## src/rtl/portao_pkg.sv

```systemverilog
// Shared types and glyphs for the automatic gate controller.
// State/direction encodings and active-low gfedcba segment patterns.
package portao_pkg;

    typedef enum logic [2:0] {
        ST_CLOSED  = 3'd0,
        ST_OPENING = 3'd1,
        ST_OPEN    = 3'd2,
        ST_CLOSING = 3'd3,
        ST_STOPPED = 3'd4,
        ST_FAULT   = 3'd5
    } state_e;

    typedef enum logic {
        DIR_OPEN  = 1'b0,
        DIR_CLOSE = 1'b1
    } dir_e;

    localparam logic [6:0] HEX_CLOSED  = 7'b0001110;
    localparam logic [6:0] HEX_OPEN    = 7'b0001000;
    localparam logic [6:0] HEX_MOVING  = 7'b0111111;
    localparam logic [6:0] HEX_STOPPED = 7'b0001100;
    localparam logic [6:0] HEX_FAULT   = 7'b0000110;

    function automatic int unsigned max3(
        input int unsigned a,
        input int unsigned b,
        input int unsigned c
    );
        int unsigned m;
        m = (a > b) ? a : b;
        return (m > c) ? m : c;
    endfunction

    function automatic logic [6:0] state_glyph(input state_e s);
        logic [6:0] g;
        case (s)
            ST_CLOSED:              g = HEX_CLOSED;
            ST_OPEN:                g = HEX_OPEN;
            ST_OPENING, ST_CLOSING: g = HEX_MOVING;
            ST_STOPPED:             g = HEX_STOPPED;
            default:                g = HEX_FAULT;
        endcase
        return g;
    endfunction

endpackage

```

## src/rtl/portao_debounce.sv

```systemverilog
// Push-button front end: 2-FF synchroniser, stable-count debouncer and
// registered falling-edge press pulse.
module portao_debounce #(
    parameter int unsigned DEBOUNCE_CYC = 270_000
) (
    input  logic clk,
    input  logic rst,
    input  logic key_n,
    output logic press
);

    localparam int unsigned CW =
        $clog2(DEBOUNCE_CYC > 1 ? DEBOUNCE_CYC : 2);
    localparam logic [CW-1:0] CNT_LAST = CW'(DEBOUNCE_CYC - 1);

    logic          sync1_q, sync1_d;
    logic          sync2_q, sync2_d;
    logic          deb_q, deb_d;
    logic          deb_dly_q, deb_dly_d;
    logic          press_q, press_d;
    logic [CW-1:0] cnt_q, cnt_d;

    // Count consecutive cycles the synced level disagrees with the
    // accepted level; any agreement restarts the count.
    always_comb begin
        sync1_d   = key_n;
        sync2_d   = sync1_q;
        deb_d     = deb_q;
        cnt_d     = '0;
        deb_dly_d = deb_q;
        press_d   = deb_dly_q & ~deb_q;
        if (sync2_q != deb_q) begin
            if (cnt_q == CNT_LAST) begin
                deb_d = sync2_q;
            end else begin
                cnt_d = cnt_q + 1'b1;
            end
        end
    end

    always_ff @(posedge clk) begin
        if (rst) begin
            sync1_q   <= 1'b0;
            sync2_q   <= 1'b0;
            deb_q     <= 1'b1;
            deb_dly_q <= 1'b1;
            press_q   <= 1'b0;
            cnt_q     <= '0;
        end else begin
            sync1_q   <= sync1_d;
            sync2_q   <= sync2_d;
            deb_q     <= deb_d;
            deb_dly_q <= deb_dly_d;
            press_q   <= press_d;
            cnt_q     <= cnt_d;
        end
    end

    assign press = press_q;

endmodule

```

## src/rtl/portao_auto.sv

```systemverilog
// Automatic gate controller: limits, obstacle reversal, travel watchdog.
// Timed auto-close in OPEN is enabled by defining PORTAO_AUTOCLOSE_EN.
module portao_auto
    import portao_pkg::*;
#(
    parameter int unsigned CLK_HZ         = 27_000_000,
    parameter int unsigned DEBOUNCE_CYC   = 270_000,
    parameter int unsigned TRAVEL_MAX_CYC = 270_000_000,
    parameter int unsigned HOLD_OPEN_CYC  = 135_000_000
) (
    input  logic       CLOCK_27,
    input  logic       RESET,
    input  logic       KEY_N,
    input  logic       LIMIT_OPEN,
    input  logic       LIMIT_CLOSED,
    input  logic       OBSTACLE,
    output logic       MOTOR_OPEN,
    output logic       MOTOR_CLOSE,
    output logic [6:0] HEX0,
    output logic       LEDG,
    output logic       LEDR,
    output logic       FAULT
);

`ifdef PORTAO_AUTOCLOSE_EN
    localparam bit AUTOCLOSE = 1'b1;
`else
    localparam bit AUTOCLOSE = 1'b0;
`endif

    localparam int unsigned TW =
        $clog2(max3(DEBOUNCE_CYC, TRAVEL_MAX_CYC, HOLD_OPEN_CYC));
    localparam logic [TW-1:0] TRAVEL_LAST = TW'(TRAVEL_MAX_CYC - 1);
    localparam logic [TW-1:0] HOLD_LAST   = TW'(HOLD_OPEN_CYC - 1);

    // Clock rate is descriptive only.
    logic unused_clk_hz;
    assign unused_clk_hz = ^CLK_HZ;

    logic [2:0]    sync1_q, sync2_q;
    logic          lo_s, lc_s, ob_s;
    logic          press;
    state_e        state_q, state_d;
    dir_e          dir_q, dir_d;
    logic [TW-1:0] tmr_q, tmr_d;

    portao_debounce #(
        .DEBOUNCE_CYC(DEBOUNCE_CYC)
    ) u_debounce (
        .clk  (CLOCK_27),
        .rst  (RESET),
        .key_n(KEY_N),
        .press(press)
    );

    assign lo_s = sync2_q[2];
    assign lc_s = sync2_q[1];
    assign ob_s = sync2_q[0];

    always_comb begin
        state_d = state_q;
        dir_d   = dir_q;
        if (lo_s && lc_s) begin
            state_d = ST_FAULT;
        end else begin
            unique case (state_q)
                ST_CLOSED: begin
                    if (press) state_d = ST_OPENING;
                end
                ST_OPENING: begin
                    if (lo_s) begin
                        state_d = ST_OPEN;
                    end else if (press) begin
                        state_d = ST_STOPPED;
                        dir_d   = DIR_OPEN;
                    end else if (tmr_q == TRAVEL_LAST) begin
                        state_d = ST_FAULT;
                    end
                end
                ST_OPEN: begin
                    if (press) begin
                        state_d = ST_CLOSING;
                    end else if (AUTOCLOSE && !ob_s
                                 && tmr_q == HOLD_LAST) begin
                        state_d = ST_CLOSING;
                    end
                end
                ST_CLOSING: begin
                    if (ob_s) begin
                        state_d = ST_OPENING;
                    end else if (lc_s) begin
                        state_d = ST_CLOSED;
                    end else if (press) begin
                        state_d = ST_STOPPED;
                        dir_d   = DIR_CLOSE;
                    end else if (tmr_q == TRAVEL_LAST) begin
                        state_d = ST_FAULT;
                    end
                end
                ST_STOPPED: begin
                    if (lc_s) begin
                        state_d = ST_CLOSED;
                    end else if (lo_s) begin
                        state_d = ST_OPEN;
                    end else if (press) begin
                        if (dir_q == DIR_CLOSE) begin
                            state_d = ST_OPENING;
                        end else if (!ob_s) begin
                            state_d = ST_CLOSING;
                        end
                    end
                end
                default: state_d = ST_FAULT;
            endcase
        end

        // Shared timer: restarts on every transition, saturates otherwise.
        tmr_d = tmr_q;
        if (state_d != state_q) begin
            tmr_d = '0;
        end else if (AUTOCLOSE && state_q == ST_OPEN && ob_s) begin
            tmr_d = '0;
        end else if (tmr_q != '1) begin
            tmr_d = tmr_q + 1'b1;
        end
    end

    always_ff @(posedge CLOCK_27) begin
        if (RESET) begin
            sync1_q <= '0;
            sync2_q <= '0;
            state_q <= ST_STOPPED;
            dir_q   <= DIR_OPEN;
            tmr_q   <= '0;
        end else begin
            sync1_q <= {LIMIT_OPEN, LIMIT_CLOSED, OBSTACLE};
            sync2_q <= sync1_q;
            state_q <= state_d;
            dir_q   <= dir_d;
            tmr_q   <= tmr_d;
        end
    end

    assign MOTOR_OPEN  = (state_q == ST_OPENING);
    assign MOTOR_CLOSE = (state_q == ST_CLOSING);
    assign LEDG        = MOTOR_OPEN;
    assign LEDR        = MOTOR_CLOSE;
    assign FAULT       = (state_q == ST_FAULT);
    assign HEX0        = state_glyph(state_q);

endmodule
```

## config.mk

```make
export PLATFORM = sky130hd
export DESIGN_NAME = portao_auto
export DESIGN_NICKNAME = d
export VERILOG_FILES = /design/src/rtl/portao_pkg.sv /design/src/rtl/portao_debounce.sv /design/src/rtl/portao_auto.sv
export SDC_FILE = /design/constraint.sdc
export NUM_CORES = 1
export LEC_CHECK = 0
export ABC_AREA = 1
export CORE_AREA = 2 2 99 101
export DETAILED_ROUTE_END_ITERATION = 10
export DIE_AREA = 0 0 101 103
export GPL_ROUTABILITY_DRIVEN = 0
export HOLD_SLACK_MARGIN = 0.05
export PLACE_DENSITY = 0.64
export SLEW_MARGIN = 10
export SYNTH_ARGS = -nofsm -noshare
export SYNTH_HDL_FRONTEND = slang
export SYNTH_HIERARCHICAL = 1
export SYNTH_SLANG_ARGS = --single-unit
```

## constraint.sdc

```tcl
create_clock -name CLOCK_27 -period 1.85 [get_ports CLOCK_27]
set_input_delay 0.2775 -clock CLOCK_27 [delete_from_list [all_inputs] [get_ports CLOCK_27]]
set_output_delay 0.2775 -clock CLOCK_27 [all_outputs]
set_load 0.01 [all_outputs]
```

==> reports/metrics.yaml <==
p_sw_w: 0.00101
min_path_type: "reg -> reg"
cts_root_buf: "clkbuf_8"
synth_top_cell_area_share_pct: 34.9
synth_area_per_cell_um2: 7.16
r2r_slack_ns: -0.02
dieArea_um2: 10400
fmax_mhz: 535
die_height_um: 103
post_dp_cell_area_um2: 4100
min_to: "sync2_q[2]"
fin_crit_ns: 1.87
num_rows: 36
worstHoldPathCells: 2
switching_share_pct: 28.8
power_density_nw_per_um2: 749
drtAntennaViolNets: 0
cp-end-kind: "register"
wl_met2_um: 4220
p_leak_nw: 1.86
drt-pass1-iter-count: 5
setup_viol: 7
cp_data_arrival_time_ns: 2.15
vias: 3270
grt_start_max_net_pins: 17
grt_overflow_total: 0
clockBufferDepth: 2
clock-sinks: 63
slowest_stage: "dfxtp_2"
worst_ep_required_time_ns: 2.14
hold_slack_ns: 0.401
syn-num-nets: 513
setup.worst_path.start_class: "register"
dieWidth_um: 101
wl_per_cell_um: 12.3
rsz0062_at_grt: "yes"
ys_seq_elements: 63
ir_drop_mv: 0.425
clock_latency_ns: 0.36
post-place-ws_ns: -0.0454
num-nets-final: 577
grt_pass1_wl_um: 14100
wl_um: 8440
hpwl_um: 5950
port_buffers: 16
clk_pin_slew_ns: 0.08
area_growth_pct: 29.7
min_period_over_period_pct: 101
grt_pass1_vias: 3167
top_layer_used: "met4"
stdcell_area_um2: 4690
drv_slew: 0
clock_power_share_pct: 39.4
ys_seq_area_share_pct: 34.9
pwr-share-comb_pct: 19.4
fin_ws_ns: -0.0183
violations: "setup timing"
finalClockSkew_ns: 0.0133
netlist_area_um2: 3610
start_util_pct: 38.2
most-common-layout-cells: "nand2_1 (89), nor2_1 (81), inv_1 (56)"
grtUsageTotal_pct: 16.9
p_int_w: 0.00250
layout_commonest_cell: "nand2_1"
route.detailed.drc: 0
drv_cap: 0
ys_top_cells_by_area: "dfxtp_1 (35%), nor2_1 (11%), nand2_1 (10%)"
r2r-start: "tmr_q[0]"
io_pins: 18
hold_viol: 0
yosysUniqueCellTypes: 37
antenna_found_initial: 0
crit_path_max_incr_delay_ns: 0.36
criticalPathCategory: "reg -> reg"
synth_warnings: 6
cts_buffers: 9
route.met3.wl_um: 317
synth_cells: 505
startpoint: "tmr_q[0]"
drt_iter0_drc: 152
layout-drive-gt1-share_pct: 30.8
yosys.area.top_type: "dfxtp_1"
insertedDiodeCount: 0
crit_chain: "ha_4 > nand3_2 > inv_2 > buf_4 > nand2_4 > nor4_4 > nand2_2 > buf_6 > xor2_1 > inv_1 > nor2_4"
drt-met1-wl_um: 3730
p_seq_share_pct: 41.3
htreeDepth: 3
cts_tree: "done"
outcome: "finished with violations"
r2r-end: "tmr_q[0]"
core_um2: 9460
worst_r2r_path_depth: 11
hp-start: "sync1_q[2]"
vias_per_cell: 4.75
cp_max_fo: 3
metal layers:
layer	vias up	track usage, %
met5	-	0
met4	0	6.13
met3	18	4.68
met2	61	28.3
met1	1510	21.0
li1	1681	-
worst max path at each step:
stage | endpoint | slack (ns) | cells past startpoint
2_1_floorplan | tmr_q[24] | 0.03 | 14
3_3_place_gp | tmr_q[20] | 0.03 | 11
3_5_place_dp | tmr_q[0] | -0.05 | 13
4_1_cts | tmr_q[1] | 0.001 | 15
5_1_grt | tmr_q[0] | -0.10 | 11
6_report | tmr_q[0] | -0.02 | 11
sequential cells by signal, indices dropped and copies added (netlist names), 3 cells and up:
name              count
sync1_q               3
state_q               3
u_debounce/cnt_q     19
tmr_q                29
sync2_q               3
metrics by stage:
step | util [%] | power (W) | instances | setup TNS (ns)
floorplan | - | 0.00183 | 505 | 0
finish | 49.6 | 0.00351 | 688 | -0.117
global route | 49.6 | 0.00368 | 688 | -2.43
CTS | 47.3 | 0.00347 | 681 | 0
detailed placement | 43.3 | 0.00197 | 654 | -0.393
global placement | 43.3 | 0.00195 | 654 | 0
kinds of logic (layout without fill, tap and decap cells):
group	Yosys count	count (layout)	synth area share, %
simple gates	298	298	41.7
buf+inv	82	151	10.4
flops	63	63	34.9
xor+xnor	36	36	8.72
compound gates	23	23	3.46
fa+ha+maj	2	2	0.692
other cells	1	1	0.104
power by group through the flow:
stage	sequential (W)	clock, W	combinational [W]
5_1_grt	0.00145	0.00149	0.000738
3_3_place_gp	0.00146	0	0.000492
2_1_floorplan	0.00145	0	0.000379
3_5_place_dp	0.00146	0	0.000504
6_report	0.00145	0.00138	0.000681
4_1_cts	0.00145	0.00143	0.000592
repair_timing:
action	CTS	global route
setup endpoints to repair	36	31
setup buffers	11	7
resized for setup	34	50
hold buffers	0	0
pin swaps	9	17
gates cloned	1	1
cells in the mapped netlist, drive strengths merged:
master and instances:
nand3 28, nand4 7, and3 1, nor2 134, clkbuf 1, nor4 5, inv 68, xnor2 10
ha 2, buf 12, nand3b 1, xor2 26, nor3 17, dfxtp 63, a21oi 9, nor3b 1
a21boi 1, conb 1, o21ai 11, o31ai 1, or2 2, clkinv 1, nand2 102, a31oi 1
critical path: cells and delay by family, from the launching register on:
| kind | cells | cell delay, ns |
|---|---|---|
| AND/OR/NAND/NOR | 5 | 0.70 |
| adder cells (fa/ha/maj) | 1 | 0.15 |
| XOR/XNOR | 1 | 0.13 |
| buffers and inverters | 4 | 0.46 |
| flip-flops | 1 | 0.36 |
area by class of cell:
cell class / count / area (um2)
clock buffers: 10 / 138
clock inverters: 6 / 92.6
fillers: 896 / 4770
inverters: 69 / 272
multi-input cells: 360 / 2140
flip-flops and latches: 63 / 1280
well taps: 114 / 143
repair buffers: 66 / 623
No activity file was read; power rests on OpenSTA's default activity.
